==> src/rtl/fifo_burst_reader.sv <==
// fifo_burst_reader: reads a burst of burst_len words from a FIFO read port
// (one-cycle read latency) and streams them out over a valid/ready interface
// through a 2-entry in-order skid buffer.
// Optional build macro FIFO_BURST_READER_CNT_EN adds the words_sent output,
// a 16-bit wrapping count of all stream transfers since reset.
module fifo_burst_reader #(
  parameter int unsigned DATA_WIDTH = 8,
  parameter int unsigned LEN_WIDTH  = 8
) (
  input  logic                  clk,
  input  logic                  rst_n,
  input  logic                  start,
  input  logic [LEN_WIDTH-1:0]  burst_len,
  input  logic                  fifo_empty,
  input  logic [DATA_WIDTH-1:0] fifo_rd_data,
  output logic                  fifo_rd_en,
  output logic [DATA_WIDTH-1:0] m_data,
  output logic                  m_valid,
  input  logic                  m_ready,
  output logic                  busy,
  output logic                  done
`ifdef FIFO_BURST_READER_CNT_EN
  ,
  output logic [15:0]           words_sent
`endif
);

  typedef enum logic [1:0] {
    ST_IDLE,
    ST_RUN,
    ST_DONE
  } state_e;

  state_e                state_q, state_d;
  logic [LEN_WIDTH-1:0]  issue_cnt_q, issue_cnt_d;
  logic [LEN_WIDTH-1:0]  deliver_cnt_q, deliver_cnt_d;
  logic                  inflight_q, inflight_d;
  logic [1:0]            occ_q, occ_d;
  logic [DATA_WIDTH-1:0] buf0_q, buf0_d;
  logic [DATA_WIDTH-1:0] buf1_q, buf1_d;

  logic                  pop;
  logic                  push;
  logic [2:0]            pending;
  logic                  wr_slot1;

  // Handshake decode and read-issue gating: a read is only issued when the
  // word it returns is guaranteed a free buffer slot after this edge.
  always_comb begin
    pop        = (occ_q != 2'd0) && m_ready;
    push       = inflight_q;
    pending    = {1'b0, occ_q} + {2'b00, inflight_q} - {2'b00, pop};
    fifo_rd_en = (state_q == ST_RUN) && !fifo_empty &&
                 (issue_cnt_q != '0) && (pending < 3'd2);
  end

  // Next-state logic and the issue/deliver burst counters.
  always_comb begin
    state_d       = state_q;
    issue_cnt_d   = issue_cnt_q;
    deliver_cnt_d = deliver_cnt_q;
    unique case (state_q)
      ST_IDLE: begin
        if (start) begin
          if (burst_len == '0) begin
            state_d = ST_DONE;
          end else begin
            state_d       = ST_RUN;
            issue_cnt_d   = burst_len;
            deliver_cnt_d = burst_len;
          end
        end
      end
      ST_RUN: begin
        if (fifo_rd_en) begin
          issue_cnt_d = issue_cnt_q - LEN_WIDTH'(1);
        end
        if (pop) begin
          deliver_cnt_d = deliver_cnt_q - LEN_WIDTH'(1);
          if (deliver_cnt_q == LEN_WIDTH'(1)) begin
            state_d = ST_DONE;
          end
        end
      end
      ST_DONE: begin
        state_d = ST_IDLE;
      end
      default: begin
        state_d = ST_IDLE;
      end
    endcase
  end

  // Output buffer: head in buf0, pop shifts buf1 forward, and a returning
  // read lands in the first slot that is free after this cycle's pop.
  always_comb begin
    inflight_d = fifo_rd_en;
    occ_d      = occ_q + {1'b0, push} - {1'b0, pop};
    buf0_d     = buf0_q;
    buf1_d     = buf1_q;
    wr_slot1   = (occ_q == 2'd2) || ((occ_q == 2'd1) && !pop);
    if (pop) begin
      buf0_d = buf1_q;
    end
    if (push) begin
      if (wr_slot1) begin
        buf1_d = fifo_rd_data;
      end else begin
        buf0_d = fifo_rd_data;
      end
    end
  end

  // State, counters and buffer registers with synchronous active-low reset.
  always_ff @(posedge clk) begin
    if (!rst_n) begin
      state_q       <= ST_IDLE;
      issue_cnt_q   <= '0;
      deliver_cnt_q <= '0;
      inflight_q    <= 1'b0;
      occ_q         <= 2'd0;
      buf0_q        <= '0;
      buf1_q        <= '0;
    end else begin
      state_q       <= state_d;
      issue_cnt_q   <= issue_cnt_d;
      deliver_cnt_q <= deliver_cnt_d;
      inflight_q    <= inflight_d;
      occ_q         <= occ_d;
      buf0_q        <= buf0_d;
      buf1_q        <= buf1_d;
    end
  end

  // Stream and status outputs decoded from registered state.
  always_comb begin
    m_valid = (occ_q != 2'd0);
    m_data  = buf0_q;
    busy    = (state_q != ST_IDLE);
    done    = (state_q == ST_DONE);
  end

`ifdef FIFO_BURST_READER_CNT_EN
  logic [15:0] words_sent_q, words_sent_d;

  // Transfer counter, wraps naturally at 16 bits.
  always_comb begin
    words_sent_d = words_sent_q + {15'd0, pop};
  end

  // Transfer counter register.
  always_ff @(posedge clk) begin
    if (!rst_n) begin
      words_sent_q <= '0;
    end else begin
      words_sent_q <= words_sent_d;
    end
  end

  assign words_sent = words_sent_q;
`endif

endmodule

==> config.mk <==
export PLATFORM = sky130hd
export DESIGN_NAME = fifo_burst_reader
export DESIGN_NICKNAME = d
export VERILOG_FILES = /design/src/rtl/fifo_burst_reader.sv
export SDC_FILE = /design/constraint.sdc
export NUM_CORES = 1
export LEC_CHECK = 0
export ABC_AREA = 0
export CELL_PAD_IN_SITES_DETAIL_PLACEMENT = 1
export CELL_PAD_IN_SITES_GLOBAL_PLACEMENT = 1
export CORE_MARGIN = 2
export CORE_UTILIZATION = 36
export DETAILED_ROUTE_END_ITERATION = 8
export PLACE_DENSITY_LB_ADDON = 0.1
export SYNTH_ARGS = -nofsm -noshare
export SYNTH_HDL_FRONTEND = slang
export SYNTH_SLANG_ARGS = --single-unit
==> constraint.sdc <==
create_clock -name clk -period 8.4 [get_ports clk]
set_input_delay 1.26 -clock clk [delete_from_list [all_inputs] [get_ports clk]]
set_output_delay 1.26 -clock clk [all_outputs]
set_load 0.05 [all_outputs]
==> results of run 1 <==
metrics by stage:
stage          power, W  utilization  worst slack, ns
3_5_place_dp   0.000459        0.447             2.21
6_report       0.000614        0.469             2.24
2_1_floorplan  0.000391            -             3.15
5_1_grt        0.000656        0.469             2.04
4_1_cts        0.000620        0.469             2.20
3_3_place_gp   0.000455        0.447             2.28
cell usage in the layout, fill, tap and decap left out, drive strengths merged, types with 2 or more instances in the layout:
| cell | instances |
|---|---|
| or2 | 2 |
| nor3 | 5 |
| o21a | 3 |
| inv | 12 |
| nand2b | 3 |
| and2 | 2 |
| o31ai | 4 |
| nor2b | 3 |
| ha | 6 |
| o22ai | 3 |
| nor3b | 2 |
| a21oi | 18 |
| nor2 | 28 |
| clkbuf | 6 |
| mux2i | 8 |
| o21ai | 8 |
| a311oi | 8 |
| nand2 | 47 |
| clkdlybuf4s50 | 32 |
| dfxtp | 37 |
| o211ai | 2 |
| xnor2 | 2 |
| or4 | 5 |
| or3 | 2 |
| o31a | 2 |
| nand3 | 3 |
| nor4 | 3 |
metal layers:
metal  vias to the layer above  GRT usage
met3                        10     0.0425
met4                         0     0.0842
met1                       874      0.246
met2                        37      0.331
met5                         -          0
li1                        913          -
cell families (layout without fill, tap and decap cells):
group / after synthesis / after routing / share of synthesized area
simple gates: 106 / 106 / 0.255
buf+inv: 23 / 52 / 0.0531
fa+ha+maj: 7 / 7 / 0.0480
xor+xnor: 2 / 2 / 0.00885
compound gates: 60 / 60 / 0.220
flops: 37 / 37 / 0.374
mux: 8 / 8 / 0.0405
critical path: stages:
cell	delay (ns)
clkdlybuf4s50_1	0.49
nand2_1	0.21
inv_1	0.40
ha_1	0.31
inv_1	0.06
ha_1	0.15
fa_1	0.44
or4_4	0.58
nor2_1	0.17
clkdlybuf4s50_1	0.82
worst paths after layout:
kind / to / slack [ns]
setup reg to reg: issue_cnt_q[0]$_SDFFE_PN0P_ / 4.69
setup / recovery: fifo_rd_en / 2.24
hold / removal: deliver_cnt_q[7]$_SDFFE_PN0P_ / 0.45
hold reg to reg: deliver_cnt_q[7]$_SDFFE_PN0P_ / 0.45
cell type report:
type                       instances  share of cell area
clock inverter                     2              0.0159
timing repair buffer              32               0.131
sequential                        37               0.304
inverter                          12              0.0185
clock buffer                       6              0.0298
multi-input combinational        183               0.465
tap                               70              0.0359
state kept, by name, indices dropped and copies added, names as in the netlist:
register	flops
occ_q	2
issue_cnt_q	8
buf1_q	8
inflight_q	1
state_q	2
m_data	8
deliver_cnt_q	8
power groups by stage:
stage / clock (W) / combinational [W] / sequential [W]
floorplan: 0 / 0.000161 / 0.000230
global placement: 0 / 0.000234 / 0.000221
detailed placement: 0 / 0.000238 / 0.000222
CTS: 0.000162 / 0.000240 / 0.000218
global route: 0.000170 / 0.000265 / 0.000221
finish: 0.000157 / 0.000239 / 0.000218
==> results.ini, run 1 <==
[placed_design]
dp_cells = 334
port_buffers = 32
place_congestion = 0.828
placed_area_mm2 = 0.00233
dpl.hpwl_um = 4050

[power_and_ir_drop]
leakage_nw = 0.958
comb_power_share = 0.389
p_clk_frac = 0.256
internal_power_w = 0.000377
irDropWorstVdd_mv = 0.128
p_seq_frac = 0.355
p_sw_frac = 0.386
powerDensity_mw_per_mm2 = 252
p_switching_w = 0.000237

[floorplan]
core.rowCount = 26
io_pins = 33
coreArea_mm2 = 0.00520
die_y_um = 78.2
fp.dieW_um = 78.2
die_area_mm2 = 0.00611
start_util = 0.380

[timing]
fin_hold_ws_ns = 0.454
finalMaxSlewViolations = 0
relSlewSlack = 0.366
hold_viol_final = 0
setup_viol = 0
max_freq_mhz = 162
skew_ns = 0.00758
fin_crit_ns = 6.16
rsz0062_at_grt = no
fin_crit_sh = 0.734
final.setup.tns_ns = 0
worst_pin_slew_ns = 0.950

[detailed_routing]
viasPerCell = 5.36
drt_iter0_drc = 91
wl_um = 5590
ant_nets = 0
vias = 1834
drc = 0
drtPass1Iterations = 4
wl_per_cell_um = 16.3
route.layer.met1.wl_um = 2650
route.met3.wl_um = 207
wl_met2_um = 2610
topRoutingLayerUsed = met4

[status]
status = finished clean

[worst_hold_path]
min-delay-start = deliver_cnt_q[7]$_SDFFE_PN0P_
hold_depth = 2
hp-class = flip-flop to flip-flop

[logic_synthesis]
syn_area_per_cell_um2 = 8.15
synth.top_cell.area_share = 0.374
yosysMostFrequentCell = nand2_1
ys_warn_count = 0
synth_seq_area_share = 0.374
yosysUniqueCellTypes = 49
synthesis.nets = 271
synthFlopType = dfxtp_1
synth_largest_area_cell = dfxtp_1
syn-cell-area_mm2 = 0.00198
syn_inst = 243
synth_common_cells = nand2_1, dfxtp_1, nor2_1, a21oi_1, inv_1
ys_seq_elements = 37
synthArstFlopShare = 0
synth-edff-count = 0
synth_area_leaders = dfxtp_1, nand2_1, nor2_1

[layout]
nFillCells = 635
final_cells = 342
stdcell_area_mm2 = 0.00244
fin_nets = 299
final_layout_size_suffix_gt1_frac = 0.0699
multi_input_area_mm2 = 0.00113
areaGrowthSynthToFinish_pct = 23.2
seq_area_um2 = 741
diodes = 0

[setup_path]
setup.worst_path.end_class = primary output
worstSetupPathType = primary input to primary output
required_ns = 7.14
startpoint_type = primary input
critPathArrivalTime_ns = 4.90
crit_fanout = 11
ff2ff_path_depth = 11
cp-startpoint = m_ready
rr_startpoint = occ_q[1]$_SDFF_PN0_

[global_route]
grt_pass1_vias = 1921
grt_max_degree = 30
grt_overflow = 0
grt_first_pass_wirelength_um = 9510
antenna_found_initial = 0
globalRouteTotalUtil = 0.198

[cts]
clock_path_buffers = 2
cts_buffers = 5
cts.htree.levels = 2
cts.repair.resized = 0
clock_latency_ns = 0.29
cts-root-buf = clkbuf_8
ctsHoldBuffers = 0
cts_setup_buffers = 0
clk_pin_slew_ns = 0.08
cts_tree = yes
cts.sinks = 37

[job]
maxCapViolCount = 0

(Power assumes the default switching activity.)
==> run 2: changes to the inputs <==
==> constraint.sdc (replaced) <==
create_clock -name clk -period 5.9 [get_ports clk]
set_input_delay 0.885 -clock clk [delete_from_list [all_inputs] [get_ports clk]]
set_output_delay 0.885 -clock clk [all_outputs]
set_load 0.05 [all_outputs]
==> run 2 against run 1 <==
Net effect: die area unchanged; worst hold slack improved by 0.0073 ns; sequential power increased by 43%; clock skew decreased by 0.0019 ns; first-iteration DRC count increased by 4.4%; critical path depth unchanged; largest power group unchanged; final cell count unchanged; non-clock buffer count increased by 1; global-route usage decreased by 0.40 points; power increased by 37%; cell area decreased by 0.56%; clock power increased by 17%.
==> results.ini, run 2 (synthesis results as in run 1) <==
[status]
status = finished clean  ; unchanged

[layout]
fin_nets = 300  ; was 299
diodes = 0  ; unchanged
layout_commonest_cell = nand2_1  ; unchanged
stdcell_area_mm2 = 0.00242  ; was 0.00244 mm2
final_cell_mix = nand2_1, dfxtp_1, clkdlybuf4s50_1, nor2_1, a21oi_1  ; unchanged
areaGrowthSynthToFinish_pct = 22.5  ; was 23.2%
final_layout_size_suffix_gt1_frac = 0.0735  ; was 0.0699

[placed_design]
place_congestion = 0.803  ; was 0.828
placed_area_mm2 = 0.00233  ; about the same
dpl.hpwl_um = 4000  ; was 4050 um
port_buffers = 32  ; unchanged

[floorplan]
coreArea_mm2 = 0.00520  ; unchanged
io_pins = 33  ; unchanged
start_util = 0.380  ; unchanged
core.rowCount = 26  ; unchanged
die_y_um = 78.2  ; unchanged
die_area_mm2 = 0.00611  ; unchanged
fp.dieW_um = 78.2  ; unchanged

[detailed_routing]
ant_nets = 0  ; unchanged
viasPerCell = 5.34  ; was 5.36
drc = 0  ; unchanged
wl_um = 5450  ; was 5590 um
wl_per_cell_um = 15.9  ; was 16.3 um
drtPass1Iterations = 4  ; unchanged
drt_iter0_drc = 95  ; was 91
vias = 1827  ; was 1834

[cts]
cts.repair.resized = 0  ; unchanged
cts-root-buf = clkbuf_8  ; unchanged
cts_setup_buffers = 0  ; unchanged
cts_tree = yes  ; unchanged
clock_path_buffers = 2  ; unchanged
clk_pin_slew_ns = 0.07  ; was 0.08 ns
cts.sinks = 37  ; unchanged
clock_latency_ns = 0.29  ; about the same
cts_buffers = 5  ; unchanged
cts.htree.levels = 2  ; unchanged
ctsHoldBuffers = 0  ; unchanged

[setup_path]
setup.worst_path.end_class = primary output  ; unchanged
crit_buf_inv = 4  ; unchanged
crit_fanout = 9  ; was 11
startpoint_type = primary input  ; unchanged
cp_slowest_cell = clkdlybuf4s50_1  ; unchanged
max_stage_delay_ns = 0.83  ; was 0.82 ns
worstSetupPathType = primary input to primary output  ; unchanged
cp_cell_sequence = clkdlybuf4s50_1, nand2_1, inv_1, ha_1, inv_1, ha_1, fa_1, or4_4, nor2_1, clkdlybuf4s50_1  ; unchanged
critPathArrivalTime_ns = 4.23  ; was 4.90 ns
required_ns = 5.02  ; was 7.14 ns
cp_top_family = buffers and inverters  ; unchanged

[timing]
worst_pin_slew_ns = 0.995  ; was 0.950 ns
relSlewSlack = 0.336  ; was 0.366
final.setup.tns_ns = 0  ; unchanged
skew_ns = 0.00565  ; was 0.00758 ns
setup_viol = 0  ; unchanged
hold_viol_final = 0  ; unchanged
max_freq_mhz = 196
finalMaxSlewViolations = 0  ; unchanged
fin_crit_ns = 5.11
fin_crit_sh = 0.867
rsz0062_at_grt = no  ; unchanged

[job]
maxCapViolCount = 0  ; unchanged

[power_and_ir_drop]
powerDensity_mw_per_mm2 = 346  ; was 252 mW/mm2
irDropWorstVdd_mv = 0.169  ; was 0.128 mV
leakage_nw = 0.951  ; was 0.958 nW

[global_route]
grt_overflow = 0  ; unchanged
grt_first_pass_wirelength_um = 9380  ; was 9510 um
grt_pass1_vias = 1886  ; was 1921
globalRouteTotalUtil = 0.194  ; was 0.198
antenna_found_initial = 0  ; unchanged
grt_max_degree = 30  ; unchanged

[worst_hold_path]
hp-class = flip-flop to flip-flop  ; unchanged

-- run 2: cell types whose count changed in the layout (fill, tap and decap cells not counted), sizes merged --
cell      previous run  this run
clkinv               1         0
buf                  0         1
bufinv               1         0
clkinvlp             0         1
-- run 2: path summary, 6_finish.rpt --
path,depth (start not counted),start,slack (ns),endpoint
setup / recovery,10,m_ready,0.79,fifo_rd_en
hold / removal,2,deliver_cnt_q[7]$_SDFFE_PN0P_,0.46,deliver_cnt_q[7]$_SDFFE_PN0P_
setup reg to reg,11,occ_q[1]$_SDFF_PN0_,2.51,issue_cnt_q[0]$_SDFFE_PN0P_
hold reg to reg,2,deliver_cnt_q[7]$_SDFFE_PN0P_,0.46,deliver_cnt_q[7]$_SDFFE_PN0P_
-- run 2: metrics by stage --
step           utilization  worst slack, ns  instances  power (W)  hold WS (ns)
6_report             0.466            0.786        342   0.000838         0.461
5_1_grt              0.466            0.637        342   0.000900         0.496
4_1_cts              0.466            0.762        342   0.000851         0.462
3_5_place_dp         0.449            0.768        335   0.000660         0.451
3_3_place_gp         0.449            0.841        335   0.000653         0.446
2_1_floorplan            -             1.40        243   0.000556         0.430
-- run 2: routing by layer --
metal | vias to the layer above | wire (um) | GRT usage
met1 | 872 | 2630 | 0.255
met4 | 0 | 55 | 0.0614
met3 | 6 | 155 | 0.0333
met2 | 33 | 2610 | 0.324
li1 | 916 | - | -
met5 | - | 0 | 0
-- run 2: final cells by class --
class                      count  area (um2)
clock inverter                 1        7.51
multi-input combinational    183        1130
tap                           70        87.6
timing repair buffer          33         328
fill                         659        2780
clock buffer                   6        82.6
sequential                    37         741
inverter                      12        45.0
-- run 2: power breakdown --
group | total, W | leakage, nW | internal (W) | switching (W)
registers | 0.000311 | 0.301 | 0.000280 | 0.0000315
logic | 0.000344 | 0.607 | 0.000134 | 0.000209
clock network | 0.000184 | 0.0433 | 0.0000924 | 0.0000912
total | 0.000838 | 0.951 | 0.000506 | 0.000332
-- run 2: worst register-to-register path, delay by kind of cell, from the launching register on --
| family | cells | cell delay, ns |
|---|---|---|
| adders and majority gates | 3 | 0.95 |
| AOI/OAI and AO/OA | 2 | 0.41 |
| DFF | 1 | 0.35 |
| buffers and inverters | 2 | 0.14 |
| and+or+nand+nor | 4 | 1.47 |
==> run 3: changes to the inputs <==
--- a/config.mk
+++ b/config.mk
@@ -12,6 +12,7 @@
 export CORE_UTILIZATION = 36
 export DETAILED_ROUTE_END_ITERATION = 8
 export PLACE_DENSITY_LB_ADDON = 0.1
+export RECOVER_POWER = 50
 export SYNTH_ARGS = -nofsm -noshare
 export SYNTH_HDL_FRONTEND = slang
 export SYNTH_SLANG_ARGS = --single-unit
==> run 3 against run 2 <==
Net effect: die area did not move; register-to-register slack about the same; sequential share of layout area increased by 0.14 points; sequential cell count unchanged; critical path type unchanged; highest routed layer unchanged.
==> results.ini, run 3 (synthesis results as in run 1) <==
[status]
status = finished clean  ; unchanged

[timing]
fin_crit_sh = 0.889  ; was 0.867
skew_ns = 0.00562  ; was 0.00565 ns
fin_ws_ns = 0.655  ; was 0.786 ns
setup_viol = 0  ; unchanged
rsz0062_at_grt = no  ; unchanged
hold_viol_final = 0  ; unchanged
max_freq_mhz = 191  ; was 196 MHz
finalMaxSlewViolations = 0  ; unchanged
fin_crit_ns = 5.24  ; was 5.11 ns
worst_pin_slew_ns = 1.13  ; was 0.995 ns
relSlewSlack = 0.249  ; was 0.336
final.setup.tns_ns = 0  ; unchanged

[detailed_routing]
drtPass1Iterations = 6  ; was 4
ant_nets = 0  ; unchanged
viasPerCell = 5.35  ; was 5.34
vias = 1830  ; was 1827
wl_um = 5480  ; was 5450 um
wl_per_cell_um = 16.0  ; was 15.9 um
drt_iter0_drc = 102  ; was 95
drc = 0  ; unchanged

[cts]
cts.htree.levels = 2  ; unchanged
cts_tree = yes  ; unchanged
cts_setup_buffers = 0  ; unchanged
cts.repair.resized = 0  ; unchanged
clk_pin_slew_ns = 0.08  ; was 0.07 ns
clock_latency_ns = 0.29  ; about the same
ctsHoldBuffers = 0  ; unchanged
clock_path_buffers = 2  ; unchanged
cts-root-buf = clkbuf_8  ; unchanged
cts.sinks = 37  ; unchanged
cts_buffers = 5  ; unchanged

[setup_path]
r2r_setup_slack_ns = 2.52  ; was 2.51 ns
crit_fanout = 9  ; unchanged
worstSetupPathType = primary input to primary output  ; unchanged
regToRegEndpoint = issue_cnt_q[0]$_SDFFE_PN0P_  ; unchanged
required_ns = 5.02  ; about the same
startpoint_type = primary input  ; unchanged
rr_startpoint = occ_q[1]$_SDFF_PN0_  ; unchanged
cp_top_family = buffers and inverters  ; unchanged
crit_buf_inv = 4  ; unchanged
ff2ff_path_depth = 11  ; unchanged
setup.worst_path.end_class = primary output  ; unchanged
max_stage_delay_ns = 0.83  ; about the same
critPathArrivalTime_ns = 4.36  ; was 4.23 ns
cp_slowest_cell = clkdlybuf4s50_1  ; unchanged
cp_cell_sequence = dlygate4sd3_1, nand2_1, inv_1, ha_1, inv_1, ha_1, fa_1, or4_4, nor2_1, clkdlybuf4s50_1  ; was clkdlybuf4s50_1, nand2_1, inv_1, ha_1, inv_1, ha_1, fa_1, or4_4, nor2_1, clkdlybuf4s50_1

[global_route]
grt_max_degree = 30  ; unchanged
grt_overflow = 0  ; unchanged
grt_pass1_vias = 1886  ; unchanged
grt_first_pass_wirelength_um = 9380  ; unchanged
antenna_found_initial = 0  ; unchanged
globalRouteTotalUtil = 0.194  ; unchanged

[placed_design]
dpl.hpwl_um = 4000  ; unchanged
port_buffers = 32  ; unchanged
place_congestion = 0.803  ; unchanged
place_ws_ns = 0.768  ; unchanged
dp_cells = 335  ; unchanged

[worst_hold_path]
hold_depth = 2  ; unchanged
hold_end = deliver_cnt_q[7]$_SDFFE_PN0P_  ; unchanged
min-delay-start = deliver_cnt_q[7]$_SDFFE_PN0P_  ; unchanged
hp-class = flip-flop to flip-flop  ; unchanged

[layout]
final_cells = 342  ; unchanged
layout_commonest_cell = nand2_1  ; unchanged
multi_input_area_mm2 = 0.00112  ; was 0.00113 mm2
final_cell_mix = nand2_1, dfxtp_1, nor2_1, clkdlybuf4s50_1, a21oi_1  ; was nand2_1, dfxtp_1, clkdlybuf4s50_1, nor2_1, a21oi_1
fin_util = 0.464  ; was 0.466
nFillCells = 661  ; was 659
fin_nets = 300  ; unchanged
seq_area_um2 = 741  ; unchanged
diodes = 0  ; unchanged
areaGrowthSynthToFinish_pct = 21.9  ; was 22.5%
final_layout_size_suffix_gt1_frac = 0.0699  ; was 0.0735

[floorplan]
coreArea_mm2 = 0.00520  ; unchanged
die_y_um = 78.2  ; unchanged
io_pins = 33  ; unchanged
die_area_mm2 = 0.00611  ; unchanged
start_util = 0.380  ; unchanged
fp.dieW_um = 78.2  ; unchanged
core.rowCount = 26  ; unchanged

[job]
maxCapViolCount = 0  ; unchanged

[power_and_ir_drop]
leakage_nw = 0.984  ; was 0.951 nW
powerDensity_mw_per_mm2 = 344  ; was 346 mW/mm2
total_power_w = 0.000831  ; was 0.000838 W
irDropWorstVdd_mv = 0.164  ; was 0.169 mV

-- run 3: cell types whose count changed in the layout (fill, tap and decap cells not counted) --
| cell | before | now |
|---|---|---|
| a21oi_1 | 17 | 18 |
| a21oi_4 | 1 | 0 |
| clkdlybuf4s50_1 | 32 | 19 |
| dlygate4sd3_1 | 0 | 13 |
-- run 3: layer usage --
layer	global-route usage	routed length (um)	up-vias
met5	0	0	-
li1	-	-	918
met3	0.0333	171	6
met4	0.0614	54	0
met1	0.255	2640	872
met2	0.324	2620	34
-- run 3: through the flow --
| stage | hold WS (ns) | instance area [um2] |
|---|---|---|
| final | 0.463 | 2410 |
| after global routing | 0.496 | 2410 |
| after CTS | 0.462 | 2420 |
| after detailed placement | 0.451 | 2330 |
| after global placement | 0.446 | 2330 |
| after floorplan | 0.430 | 1980 |
-- run 3: worst register-to-register path, cell delays in order (launching register included) --
cell and delay, ns:
dfxtp_1 0.35, or2_2 0.31, nand2_1 0.25, inv_1 0.10, ha_1 0.28, inv_1 0.04
ha_1 0.18, fa_1 0.49, or4_4 0.59, o21a_4 0.27, or3_1 0.31, a21oi_1 0.14
-- run 3: worst max-delay path by stage --
stage / start / to / slack [ns] / depth (start not counted)
6_report: m_ready / fifo_rd_en / 0.66 / 10
5_1_grt: m_ready / fifo_rd_en / 0.51 / 10
4_1_cts: m_ready / fifo_rd_en / 0.76 / 10
3_5_place_dp: m_ready / fifo_rd_en / 0.77 / 10
3_3_place_gp: m_ready / fifo_rd_en / 0.84 / 10
2_1_floorplan: m_ready / fifo_rd_en / 1.40 / 9
-- run 3: final cells by class --
cell class,count,area share
well taps,70,0.0363
repair buffers,33,0.136
clock buffers,6,0.0342
clock inverters,1,0.00311
multi-input cells,183,0.465
flip-flops and latches,37,0.307
inverters,12,0.0187
-- run 3: power breakdown --
| part | total, W | internal (W) | switching (W) |
|---|---|---|---|
| combinational | 0.000336 | 0.000129 | 0.000207 |
| sequential | 0.000311 | 0.000280 | 0.0000312 |
| clock | 0.000184 | 0.0000924 | 0.0000920 |
| total | 0.000831 | 0.000501 | 0.000330 |
